$ cat config.mk
export PLATFORM = sky130hd
export DESIGN_NAME = mapper_ram_bridge
export DESIGN_NICKNAME = d
export VERILOG_FILES = /design/src/rtl/mapper_ram_bridge.sv
export SDC_FILE = /design/constraint.sdc
export NUM_CORES = 1
export LEC_CHECK = 0
export BUFFER_PORTS_ARGS = -buffer_cell sky130_fd_sc_hd__buf_2
export CORE_ASPECT_RATIO = 0.5
export CORE_MARGIN = 3
export CORE_UTILIZATION = 52
export CTS_CLUSTER_DIAMETER = 50
export CTS_CLUSTER_SIZE = 14
export DETAILED_ROUTE_END_ITERATION = 16
export GPL_ROUTABILITY_DRIVEN = 0
export PLACE_DENSITY = 0.84
export SYNTH_ARGS = -nofsm -noshare
export SYNTH_HDL_FRONTEND = slang
export SYNTH_SLANG_ARGS = --single-unit
$ cat constraint.sdc
create_clock -name clk -period 2.3 [get_ports clk]
set_input_delay 0 -clock clk [delete_from_list [all_inputs] [get_ports clk]]
set_output_delay 0 -clock clk [all_outputs]
set_load 0.1 [all_outputs]
$ cat src/rtl/mapper_ram_bridge.sv
// Bridges mapper RAM accesses onto the shared SDRAM request/ready port,
// stalling the CPU per access, with a one-entry read cache and a ready timeout.
module mapper_ram_bridge #(
  parameter int unsigned ADDR_W  = 27,
  parameter int unsigned TIMEOUT = 255
) (
  input  logic              clk,
  input  logic              reset_n,
  input  logic [ADDR_W-1:0] map_addr,
  input  logic              map_ram_cs,
  input  logic              cpu_rd,
  input  logic              cpu_wr,
  input  logic [7:0]        cpu_din,
  input  logic              rom_wp,
  output logic [7:0]        cpu_dout,
  output logic              cpu_wait,
  output logic [ADDR_W-1:0] mem_addr,
  output logic [7:0]        mem_din,
  output logic              mem_rd,
  output logic              mem_wr,
  input  logic              mem_ready,
  input  logic [7:0]        mem_dout,
  output logic              timeout_err
);

  localparam int unsigned CNT_W = $clog2(TIMEOUT + 1);
  localparam logic [CNT_W-1:0] CNT_LAST = CNT_W'(TIMEOUT - 1);

  typedef enum logic [1:0] {S_IDLE, S_REQ, S_WAIT, S_DONE} state_t;

  state_t              state, state_nxt;
  logic                cache_valid;
  logic [ADDR_W-1:0]   cache_addr;
  logic [7:0]          cache_data;
  logic [CNT_W-1:0]    cnt;
  logic                op_rd;

  logic acc_c, hit_c, wp_drop_c;
  logic issue, fast_hit, rd_done, wr_done, tmo;

  // Read wins when both strobes are high
  assign acc_c     = map_ram_cs & (cpu_rd | cpu_wr);
  assign hit_c     = cpu_rd & cache_valid & (map_addr == cache_addr);
  assign wp_drop_c = ~cpu_rd & cpu_wr & rom_wp;

  always_ff @(posedge clk or negedge reset_n) begin
    if (!reset_n) state <= S_IDLE;
    else          state <= state_nxt;
  end

  always_comb begin
    state_nxt = state;
    issue     = 1'b0;
    fast_hit  = 1'b0;
    rd_done   = 1'b0;
    wr_done   = 1'b0;
    tmo       = 1'b0;
    case (state)
      S_IDLE: begin
        if (acc_c) begin
          if (hit_c) begin
            fast_hit  = 1'b1;
            state_nxt = S_DONE;
          end else if (wp_drop_c) begin
            state_nxt = S_DONE;
          end else begin
            issue     = 1'b1;
            state_nxt = S_REQ;
          end
        end
      end
      S_REQ: state_nxt = S_WAIT;
      S_WAIT: begin
        if (mem_ready) begin
          rd_done   = op_rd;
          wr_done   = ~op_rd;
          state_nxt = S_DONE;
        end else if (cnt == CNT_LAST) begin
          tmo       = 1'b1;
          state_nxt = S_DONE;
        end
      end
      S_DONE: begin
        if (!map_ram_cs || !(cpu_rd || cpu_wr)) state_nxt = S_IDLE;
      end
      default: state_nxt = S_IDLE;
    endcase
  end

  // Stall starts in the same cycle the missing access appears
  assign cpu_wait = issue | (state == S_REQ) | (state == S_WAIT);

  always_ff @(posedge clk or negedge reset_n) begin
    if (!reset_n) begin
      cpu_dout    <= 8'hFF;
      mem_addr    <= '1;
      mem_din     <= 8'h00;
      mem_rd      <= 1'b0;
      mem_wr      <= 1'b0;
      timeout_err <= 1'b0;
      op_rd       <= 1'b0;
      cnt         <= '0;
      cache_valid <= 1'b0;
      cache_addr  <= '0;
      cache_data  <= 8'h00;
    end else begin
      mem_rd <= issue & cpu_rd;
      mem_wr <= issue & ~cpu_rd;
      if (issue) begin
        mem_addr <= map_addr;
        mem_din  <= cpu_din;
        op_rd    <= cpu_rd;
      end
      if (state == S_REQ)       cnt <= '0;
      else if (state == S_WAIT) cnt <= cnt + CNT_W'(1);
      if (fast_hit) cpu_dout <= cache_data;
      if (rd_done) begin
        cpu_dout    <= mem_dout;
        cache_addr  <= mem_addr;
        cache_data  <= mem_dout;
        cache_valid <= 1'b1;
      end
      // Write-through keeps a matching cache entry coherent
      if (wr_done && cache_valid && (cache_addr == mem_addr)) cache_data <= mem_din;
      if (tmo) begin
        cpu_dout    <= 8'hFF;
        timeout_err <= 1'b1;
        cache_valid <= 1'b0;
      end
    end
  end

endmodule

== Word-level counts from Yosys, hierarchy flattened ==
Cells that the tools add are included.
Word-level totals
  input port bits: 50
  output and inout bits: 47
  bits in registers: 93
Cells by class
  mux-type cells: 30
  reduce and logical (&&, ||, !) cells: 12
  $add $sub $neg: 1
  bitwise operators: 12
  equal/unequal tests: 9
Operator list (count)
  $mux 8: 7
  $eq 27x27->1: 2
  $mux 1: 16
  $mux 2: 6
  $add 8x1->8 const B: 1
  $eq 8x8->1 const B: 1
  $pmux 2 s4: 1
  $and 1x1->1: 7
  $reduce_bool 2->1: 3
  $eq 2x2->1 const B: 2
  $ne 2x2->1 const B: 2
  $ne 3x3->1 const B: 1
  $or 1x1->1: 3
  $reduce_and 3->1: 1
  $reduce_bool 3->1: 1
  $eq 2x1->1 const B: 1
  $logic_and 1x1->1: 2
  $logic_not 1->1: 2
  $logic_not 2->1: 1
  $logic_or 1x1->1: 2
  $not 1->1: 2

== Longest topological paths before layout ==
Gate-level depths: netlist (run 1).
  depth after elaboration: 9
  mapped depth: 8
  gate-level depth less buffers: 7

== Worst setup path after synthesis (run 1) ==
No wires, ideal clock.
  kind: register to output
  from: register cache_addr[24]
  to: output port cpu_wait
  stages on the path, launching flop included: 9
  arrival: 2.331 ns
  slack: -0.031 ns
  cells stage by stage: dfrtp_1 -> xor2_1 -> nor4_1 -> nand2_1 -> nor3_1 -> a21oi_1 -> buf_2 -> buf_2 -> or3_1
Between the ends
  longest elaborated chain between the ends: 7
Ends and longest elaborated chain
  start, declared: RTL line 33  | logic [ADDR_W-1:0] cache_addr;
  start signal, assigned: RTL line 119  | cache_addr <= mem_addr;
  $eq 27x27->1: RTL line 43  | assign hit_c = cpu_rd & cache_valid & (map_addr == cache_addr);
  $and 1x1->1: RTL line 43
  $mux 1: RTL line 61  | if (hit_c) begin
  $mux 1: RTL line 60  | if (acc_c) begin
  $mux 1: RTL line 58  | case (state)
  $or 1x1->1 (2 in a row): RTL line 91  | assign cpu_wait = issue | (state == S_REQ) | (state == S_WAIT);
  end, declared: RTL line 16  | output logic cpu_wait,
Every way passes these cells.

== Final worst setup path (run 1) ==
  from: register cache_valid
  to: output port cpu_wait
Between the ends
  longest elaborated chain between the ends: 7
Ends and longest elaborated chain
  start, declared: RTL line 32  | logic cache_valid;
  start signal, assigned: RTL line 103  | cache_valid <= 1'b0;
  start signal, assigned: RTL line 121  | cache_valid <= 1'b1;
  start signal, assigned: RTL line 128  | cache_valid <= 1'b0;
  $and 1x1->1 (2 in a row): RTL line 43
  $mux 1: RTL line 61
  $mux 1: RTL line 60
  $mux 1: RTL line 58
  $or 1x1->1 (2 in a row): RTL line 91
Every way passes these cells.

==> impl_metrics.ini, run 1 <==
[hold_path]
min_path_type = in2reg

[routing]
drtIter0Drc = 142
drc = 0
num_vias = 3450
wirelength_um = 11600
first_pass_iters = 4
vias_per_cell = 5.42
postRouteAntennaNets = 0
wl_per_cell_um = 18.3

[synth]
syn_nets = 414
synth_most_common_cell = dfrtp_1
yosysWarnings = 0
synth.area.top_cells = dfrtp_1 (31%), dfstp_2 (20%), mux2_2 (11%)
ys_seq_elements = 93
async_flop_share_pct = 100
synth_edf_count = 0
synth.top_cells.by_count = dfrtp_1 (58), mux2_2 (45), xor2_1 (38)
ys.flop_type = dfrtp_1
synth_cell_types = 44
syn_avg_cell_area_um2 = 12.9
yosysTopAreaCell = dfrtp_1
synth_top_area_share_pct = 31.5
syn-instance-count = 358
yosysSeqAreaShare_pct = 51.4
syn_area_um2 = 4610

[timing]
post-route-min-period_ps = 2400
setup_viol = 1
drv_slew = 0
finalHoldViolCount = 0
period_share_pct = 104
finClkSkew_ps = 6.16
worstMarginPinSlew_ps = 640
final.setup.worst_slack_ps = -97.5
relSlewSlack_pct = 57.3
clock.fmax_ghz = 0.417
rsz0062_at_grt = yes

[floorplanning]
coreArea_um2 = 8320
dieArea_um2 = 10100
rows = 23
start_util_pct = 55.5
die_x_um = 139
io_pins = 97
die_h_um = 72.6

[cells_and_area]
area_growth_pct = 35.0
nFillCells = 500
drive_gt1_share_pct = 44.8
instances_no_fill = 636
fin_nets = 575
diodes = 0

[global_route]
antenna_found_initial = 0
grt.overflow.total = 0
first_global_vias = 3595
use_met2_pct = 41.5
grt_pass1_wl_um = 18100
use_met3_pct = 6.54
grt_use_met1_pct = 26.2
track_usage_pct = 23.1
grt_max_degree = 50
grt_busiest_layer = met2

[worst_setup_path]
required_ps = 2300
worst_setup_path_start_kind = flip-flop
critPathCaptureType = output port
crit_fanout = 3
cp.arrival_ps = 2400
critPathKind = reg2out

[place]
portBuffers = 96
dpl.cell_count = 567
hpwl_um = 6930

[clock_network]
insertion_delay_ps = 340
cts_buffer_depth = 2
cts.reportedPaths.clkPinSlew_ps = 60
clock_sinks = 93
cts_root_buf = clkbuf_16
cts_tree = yes
htreeDepth = 3
cts_inserted_buffers = 9

[outcome]
failed_checks = negative setup slack
status = finished, violations left

[job]
maxCapViolCount = 0
-- what timing repair did --
item                                    4_1_cts  5_1_grt
cloned                                        0        0
gates resized for setup                       4       19
hold buffers                                 45        0
buffers inserted                              2        6
hold endpoints to repair                     73        0
pin swaps                                     2       11
endpoints found under the setup margin        9       44
-- metal layers --
metal	part of all wire (%)	routed length (um)	up-vias
met2	51	5970	108
met5	0	0	-
met4	3.4	395	0
met3	4.8	559	33
li1	-	-	1587
met1	40	4690	1722
-- critical path: stages, from the launching register on --
cell	delay (ps)
dfrtp_1	410
nand2_2	100
a2111oi_4	420
nand2_1	140
nor3_2	230
buf_4	170
a21oi_4	60
or3_4	350
buf_12	170
-- path summary, 6_finish.rpt --
| kind | start | endpoint | slack, ps | cells after the start |
|---|---|---|---|---|
| max in group asynchronous | reset_n | mem_addr[16]$_DFFE_PN1P_ | 1330 | 3 |
| max reg2reg | cache_addr[23]$_DFFE_PN0P_ | cache_data[2]$_DFFE_PN0P_ | 0 | 6 |
| min in group asynchronous | reset_n | mem_din[0]$_DFFE_PN0P_ | 230 | 2 |
| max | cache_valid$_DFFE_PN0P_ | cpu_wait | -100 | 8 |
| min reg2reg | timeout_err$_DFFE_PN0P_ | timeout_err$_DFFE_PN0P_ | 470 | 1 |
| min | map_ram_cs | op_rd$_DFFE_PN0P_ | 110 | 3 |
-- kinds of logic after synthesis --
group,count (synthesis),synth area share (%)
buffers and inverters,22,2.33
flip-flops,93,51.4
adder cells (fa/ha/maj),6,1.63
XOR/XNOR,53,10.1
multiplexers,89,21.5
AO/OA/AOI/OAI,30,4.64
AND/OR/NAND/NOR,65,8.49
-- flip-flops by register name, summed over array words and instances, names as in the netlist --
name and cells:
cache_valid 1, op_rd 1, timeout_err 1, mem_din 8
mem_addr 27, state 2, cnt 8, cache_addr 27
mem_rd 1, cpu_dout 8, mem_wr 1, cache_data 8
-- cell type report --
class	instances	area (um2)	area share, %
sequential	93	2370	38.1
clock inverter	3	42.5	0.683
clock buffer	13	270	4.34
tap	112	140	2.25
multi-input combinational	243	2240	35.9
timing repair buffer	161	1120	18.0
inverter	11	45.0	0.723
-- cell usage in the layout, fill, tap and decap left out, drive strengths merged, types with 2 or more instances in the layout --
| cell type | netlist | layout |
|---|---|---|
| dlygate4sd3 | 0 | 45 |
| nor2 | 15 | 15 |
| o21ai | 5 | 5 |
| dfstp | 35 | 35 |
| and2 | 2 | 2 |
| ha | 6 | 6 |
| a31oi | 8 | 8 |
| nand2b | 3 | 3 |
| nor3 | 2 | 2 |
| xor2 | 38 | 38 |
| mux2 | 80 | 80 |
| nand2 | 11 | 11 |
| o211ai | 2 | 2 |
| nand4 | 9 | 9 |
| clkinvlp | 0 | 2 |
| inv | 10 | 10 |
| nand3 | 4 | 4 |
| nor4 | 11 | 11 |
| clkbuf | 5 | 13 |
| dfrtp | 58 | 58 |
| mux2i | 9 | 9 |
| a21oi | 7 | 7 |
| buf | 6 | 116 |
| xnor2 | 15 | 15 |
| nor2b | 4 | 4 |
-- through the flow --
| stage | instance area, um2 | setup TNS, ps | hold WS, ps | worst slack, ps | util, % |
|---|---|---|---|---|---|
| 6_report | 6230 | -97.5 | 110 | -97.5 | 74.9 |
| 5_1_grt | 6230 | -851 | 110 | -156 | 74.9 |
| 4_1_cts | 6090 | 0 | 81.8 | 8.74 | 73.3 |
| 3_5_place_dp | 5300 | -593 | 59.9 | -80.9 | 63.7 |
| 3_3_place_gp | 5300 | 0 | 56.0 | 90.0 | 63.7 |
| 2_1_floorplan | 4620 | 0 | -296 | 26.5 | - |
Power of run 1 is left out: the tool's default activity adds up to more than one toggle a clock period on the data nets, which glitch-free logic cannot reach.
==> run 2: changes to the inputs <==
Settings changed: ABC_AREA set to 1, PLACE_DENSITY 0.84 to 0.83.
Clock period 2.3 ns to 3.1 ns, I/O delays scaled along.
==> run 2 against run 1 <==
  * Area after synthesis grew 14%
  * The flow now finishes without violations
  * Flip-flop and latch count is the same
  * Non-clock buffer count shrank 22
  * Critical path depth shrank 1
  * Clock skew shrank 0.57 ps
  * Clock-buffer cell count shrank 2
  * Utilization shrank 7.1 points
==> impl_metrics.ini, run 2 <==
[global_route]
antenna_found_initial = 0
grt_max_degree = 63
track_usage_pct = 24.9
grt.overflow.total = 0
grt_pass1_wl_um = 23200
first_global_vias = 4910

[clock_network]
cts_tree = yes
clock_sinks = 93
cts_buffer_depth = 2
cts_root_buf = clkbuf_16
insertion_delay_ps = 340
post_cts_resize_count = 0
cts_inserted_buffers = 9
htreeDepth = 3
post-cts-setup-buffers = 0
holdBufCountCts = 37
cts.reportedPaths.clkPinSlew_ps = 70

[routing]
first_pass_iters = 6
wirelength_um = 13600
num_vias = 5107
vias_per_cell = 5.09
postRouteAntennaNets = 0
wl_per_cell_um = 13.5
drtIter0Drc = 420
drc = 0

[synth]
yosysSeqAreaShare_pct = 45.0
synth.area.top_cells = dfrtp_1 (28%), nand2_1 (21%), dfstp_2 (17%)
ys_seq_elements = 93
syn_nets = 794
synth_edf_count = 0
syn-instance-count = 738
async_flop_share_pct = 100
syn_area_um2 = 5270
synth_cell_types = 31
ys.flop_type = dfrtp_1
yosysTopAreaCell = dfrtp_1
synth.top_cells.by_count = nand2_1 (292), inv_1 (108), dfrtp_1 (58)
synth_most_common_cell = nand2_1
syn_avg_cell_area_um2 = 7.13
yosysWarnings = 0
synth_top_area_share_pct = 27.6

[floorplanning]
start_util_pct = 54.6
coreArea_um2 = 9630
rows = 25
die_x_um = 148
io_pins = 97
dieArea_um2 = 11400
die_h_um = 77.2

[power]
irDropWorstVdd_mv = 0.696
p_per_area_nw_per_um2 = 1180
leakagePower_nw = 3.58

[worst_setup_path]
critPathKind = reg2out
r2r-end = cache_data[6]$_DFFE_PN0P_
rrSetupSlack_ps = 840
r2r-start = state[0]$_DFFE_PN0P_
critPathCaptureType = output port
required_ps = 3100
cp.arrival_ps = 2610
worst_setup_path_start_kind = flip-flop
rr_worst_depth = 7
crit_fanout = 38

[hold_path]
min_path_cells = 5
hold_end = cache_data[1]$_DFFE_PN0P_
min-delay-start = mem_dout[1]
min_path_type = in2reg

[place]
hpwl_um = 9160
portBuffers = 96
post-place-ws_ps = 873

[cells_and_area]
most-common-layout-cells = nand2_1 (292), inv_1 (108), buf_2 (94), dfrtp_1 (58), nand4_1 (47)
nFillCells = 807
diodes = 0
fin_nets = 920
layout_commonest_cell = nand2_1
drive_gt1_share_pct = 19.7
reg.largest.list = cache_addr (27), mem_addr (27)
area_growth_pct = 24.1

[timing]
tns_ps = 0
relSlewSlack_pct = 42.5
finClkSkew_ps = 5.59
finalHoldViolCount = 0
setup_viol = 0
drv_slew = 0
period_share_pct = 84.2
rsz0062_at_grt = no
final.setup.worst_slack_ps = 491
worstMarginPinSlew_ps = 862
clock.fmax_ghz = 0.383
post-route-min-period_ps = 2610

[outcome]
status = complete, no violations

[job]
maxCapViolCount = 0
## run 2: changes by cell type after synthesis, moves of 7 or more
cell	before	now
a31oi_1	8	1
inv_1	10	108
mux2_1	35	0
mux2_2	45	1
mux2i_1	9	0
nand2_1	11	292
nand3_1	4	32
nand4_1	8	47
nor2_1	15	44
o21ai_0	5	30
xor2_1	38	7
## run 2: report_power, final
part	total, W	switching (W)	internal (W)
sequential	0.00234	0.000467	0.00187
combinational	0.00418	0.00324	0.000938
clock	0.00117	0.000491	0.000679
## run 2: cells by family (layout without fill, tap and decap cells)
logic type                 count (synthesis)  after routing  share of synthesized area [%]
and+or+nand+nor                          433            433                           34.7
xor gates and xnor gates                  18             18                           2.99
buffers and inverters                    140            271                           11.0
AOI/OAI and AO/OA                         47             47                           4.61
DFF                                       93             93                           45.0
muxes                                      1              1                          0.214
adders and majority gates                  6              6                           1.43
## run 2: stage by stage
| stage | instances | total power, W | utilization [%] | hold slack [ps] | instance area (um2) |
|---|---|---|---|---|---|
| 3_5_place_dp | 951 | 0.00645 | 60.6 | 129 | 5840 |
| 4_1_cts | 1004 | 0.00768 | 67.8 | 16.0 | 6530 |
| 6_report | 1004 | 0.00769 | 67.8 | 22.5 | 6530 |
| 2_1_floorplan | 738 | 0.00570 | - | -296 | 5270 |
| 3_3_place_gp | 951 | 0.00636 | 60.6 | 132 | 5840 |
| 5_1_grt | 1004 | 0.00816 | 67.8 | 24.9 | 6530 |
## run 2: how the worst max path moves through the flow
| stage | slack [ps] | cells past startpoint | endpoint | from |
|---|---|---|---|---|
| after global routing | 300 | 7 | cpu_wait | state[1]$_DFFE_PN0P_ |
| after CTS | 480 | 7 | cpu_wait | state[0]$_DFFE_PN0P_ |
| after detailed placement | 870 | 7 | cpu_wait | state[0]$_DFFE_PN0P_ |
| after global placement | 910 | 7 | cpu_wait | state[0]$_DFFE_PN0P_ |
| after floorplan | 1170 | 9 | cache_data[0]$_DFFE_PN0P_ | mem_addr[14]$_DFFE_PN1P_ |
| final | 490 | 7 | cpu_wait | state[0]$_DFFE_PN0P_ |
## run 2: routing by layer
| layer | share of wire [%] | GRT usage [%] | routed length, um |
|---|---|---|---|
| met2 | 47 | 40.8 | 6430 |
| met1 | 44 | 33.2 | 5970 |
| met4 | 2.1 | 8.11 | 283 |
| met5 | 0 | 0 | 0 |
| met3 | 6.4 | 5.43 | 874 |
## run 2: cell type report
class | count | area [um2] | area share, %
Multi-Input combinational cell | 505 | 2320 | 35.6
Sequential cell | 93 | 2370 | 36.3
Clock inverter | 5 | 67.6 | 1.03
Clock buffer | 11 | 253 | 3.87
Timing Repair Buffer | 139 | 913 | 14.0
Tap cell | 135 | 169 | 2.59
Inverter | 116 | 435 | 6.67
## run 2: worst max-delay path: stages (launching register included)
cell	delay [ps]
dfrtp_1	400
inv_1	120
ha_1	200
inv_1	80
nor2_2	180
nand3_2	680
nand3_1	380
buf_12	210
No activity file was read; power rests on OpenSTA's default activity.
==> run 3: changes to the inputs <==
Settings changed: ABC_AREA 1 to 0, CORE_UTILIZATION 52 to 49, PLACE_DENSITY 0.83 to 0.84.
Clock period 3.1 ns to 2.2 ns, I/O delays scaled along.
==> run 3 against run 2 <==
  * The run now ends with negative setup slack left
  * Register-to-register slack got worse by 900 ps
  * Critical path type unchanged
  * Worst hold slack better by 20 ps
  * Design area shrank 4.0%
  * Highest routed layer unchanged
  * Global-route usage is 3.6 points lower
  * Non-clock buffer count up 25
  * Sequential share of layout area rose by 2.2 points
==> impl_metrics.ini, run 3 (synthesis gave the netlist of run 1 again) <==
[clock_network]
cts_tree = yes
clock_sinks = 93
cts_inserted_buffers = 9
cts_buffer_depth = 2
insertion_delay_ps = 350
cts_root_buf = clkbuf_16
htreeDepth = 3
cts.reportedPaths.clkPinSlew_ps = 70

[timing]
relSlewSlack_pct = 59.8
rsz0062_at_grt = yes
finalHoldViolCount = 0
finClkSkew_ps = 11.1
period_share_pct = 105
drv_slew = 0
setup_viol = 12
worstMarginPinSlew_ps = 603
clock.fmax_ghz = 0.434
post-route-min-period_ps = 2300
final.setup.worst_slack_ps = -105
fin_hold_ws_ps = 42.2

[routing]
wl_per_cell_um = 18.0
wirelength_um = 11600
num_vias = 3405
drc = 0
first_pass_iters = 4
postRouteAntennaNets = 0
vias_per_cell = 5.29
drtIter0Drc = 198

[place]
portBuffers = 96
hpwl_um = 7440
post-place-ws_ps = 12.5

[cells_and_area]
nFillCells = 561
fin_nets = 578
layout_commonest_cell = buf_2
diodes = 0
most-common-layout-cells = buf_2 (94), dfrtp_1 (57), mux2_2 (45), dlygate4sd3_1 (45), xor2_1 (38)
reg.largest.list = cache_addr (27), mem_addr (27)
drive_gt1_share_pct = 44.6
area_growth_pct = 35.9
multi_input_area_um2 = 2200
fin_util_pct = 70.3
register_area_um2 = 2410

[global_route]
grt_max_degree = 49
antenna_found_initial = 0
track_usage_pct = 21.3
grt.overflow.total = 0
grt_pass1_wl_um = 17600
first_global_vias = 3490

[worst_setup_path]
worst_setup_path_start_kind = flip-flop
crit_path_top_delay_cell = dfrtp_2
critPathCaptureType = output port
cp_slowest_stage_delay_ps = 430
crit_fanout = 3
rrSetupSlack_ps = -60
cp.arrival_ps = 2300
crit_path_cell_trace = xnor2_2, o221a_1, nand2_1, nor3_2, buf_4, a21oi_4, or3_4, buf_12
critPathKind = reg2out
required_ps = 2200

[outcome]
status = finished, violations left
failed_checks = negative setup slack

[floorplanning]
die_h_um = 74.6
dieArea_um2 = 10700
io_pins = 97
start_util_pct = 51.7
rows = 24
die_x_um = 143
coreArea_um2 = 8920

[job]
maxCapViolCount = 0

[hold_path]
min_path_type = in2reg
## run 3: cell types whose count changed in the layout (fill, tap and decap cells not counted), sizes merged, moves of 8 or more
cell / before / now
buf: 102 / 119
dlygate4sd3: 37 / 45
inv: 115 / 12
mux2: 1 / 80
mux2i: 0 / 9
nand2: 294 / 11
nand3: 34 / 4
nand4: 47 / 9
nor2: 46 / 15
nor4: 0 / 11
o21ai: 31 / 5
xor2: 7 / 38
## run 3: cell type report
type | instances | area share [%]
inverter | 11 | 0.658
tap | 117 | 2.33
multi-input combinational | 243 | 35.1
sequential | 93 | 38.5
timing repair buffer | 164 | 18.9
clock buffer | 9 | 3.59
clock inverter | 7 | 0.938
## run 3: metrics by stage
stage,area [um2],setup TNS [ps],cells
after detailed placement,5390,0,572
after global placement,5390,0,572
after global routing,6270,-2000,644
final,6270,-325,644
after floorplan,4660,0,358
after CTS,6180,-96.8,637
## run 3: metal layers
layer / track usage [%] / vias to the layer above / wire [um]
li1: - / 1605 / -
met1: 27.2 / 1700 / 5020
met2: 37.6 / 86 / 5920
met3: 5.46 / 14 / 520
met4: 4.59 / 0 / 125
met5: 0 / - / 0
## run 3: repair_timing
action / 4_1_cts / 5_1_grt
hold endpoints to repair: 74 / 0
resized for setup: 6 / 7
setup endpoints to repair: 2 / 22
setup buffers: 4 / 7
hold buffers: 45 / 0
pin swaps: 6 / 9
## run 3: worst paths after layout
path / start / endpoint / depth (start not counted)
setup / recovery: cache_addr[1]$_DFFE_PN0P_ / cpu_wait / 8
hold / removal: map_ram_cs / op_rd$_DFFE_PN0P_ / 3
setup reg to reg: mem_addr[14]$_DFFE_PN1P_ / cache_data[1]$_DFFE_PN0P_ / 7
hold reg to reg: timeout_err$_DFFE_PN0P_ / timeout_err$_DFFE_PN0P_ / 1
max in group asynchronous: reset_n / mem_addr[25]$_DFFE_PN1P_ / 3
min in group asynchronous: reset_n / timeout_err$_DFFE_PN0P_ / 2
## run 3: critical path, delay by kind of cell, from the launching register on
| family | cells | cell delay (ps) |
|---|---|---|
| flops | 1 | 430 |
| simple gates | 3 | 650 |
| compound gates | 2 | 350 |
| buf+inv | 2 | 320 |
| xor+xnor | 1 | 210 |
Power of run 3 is left out for the same reason.
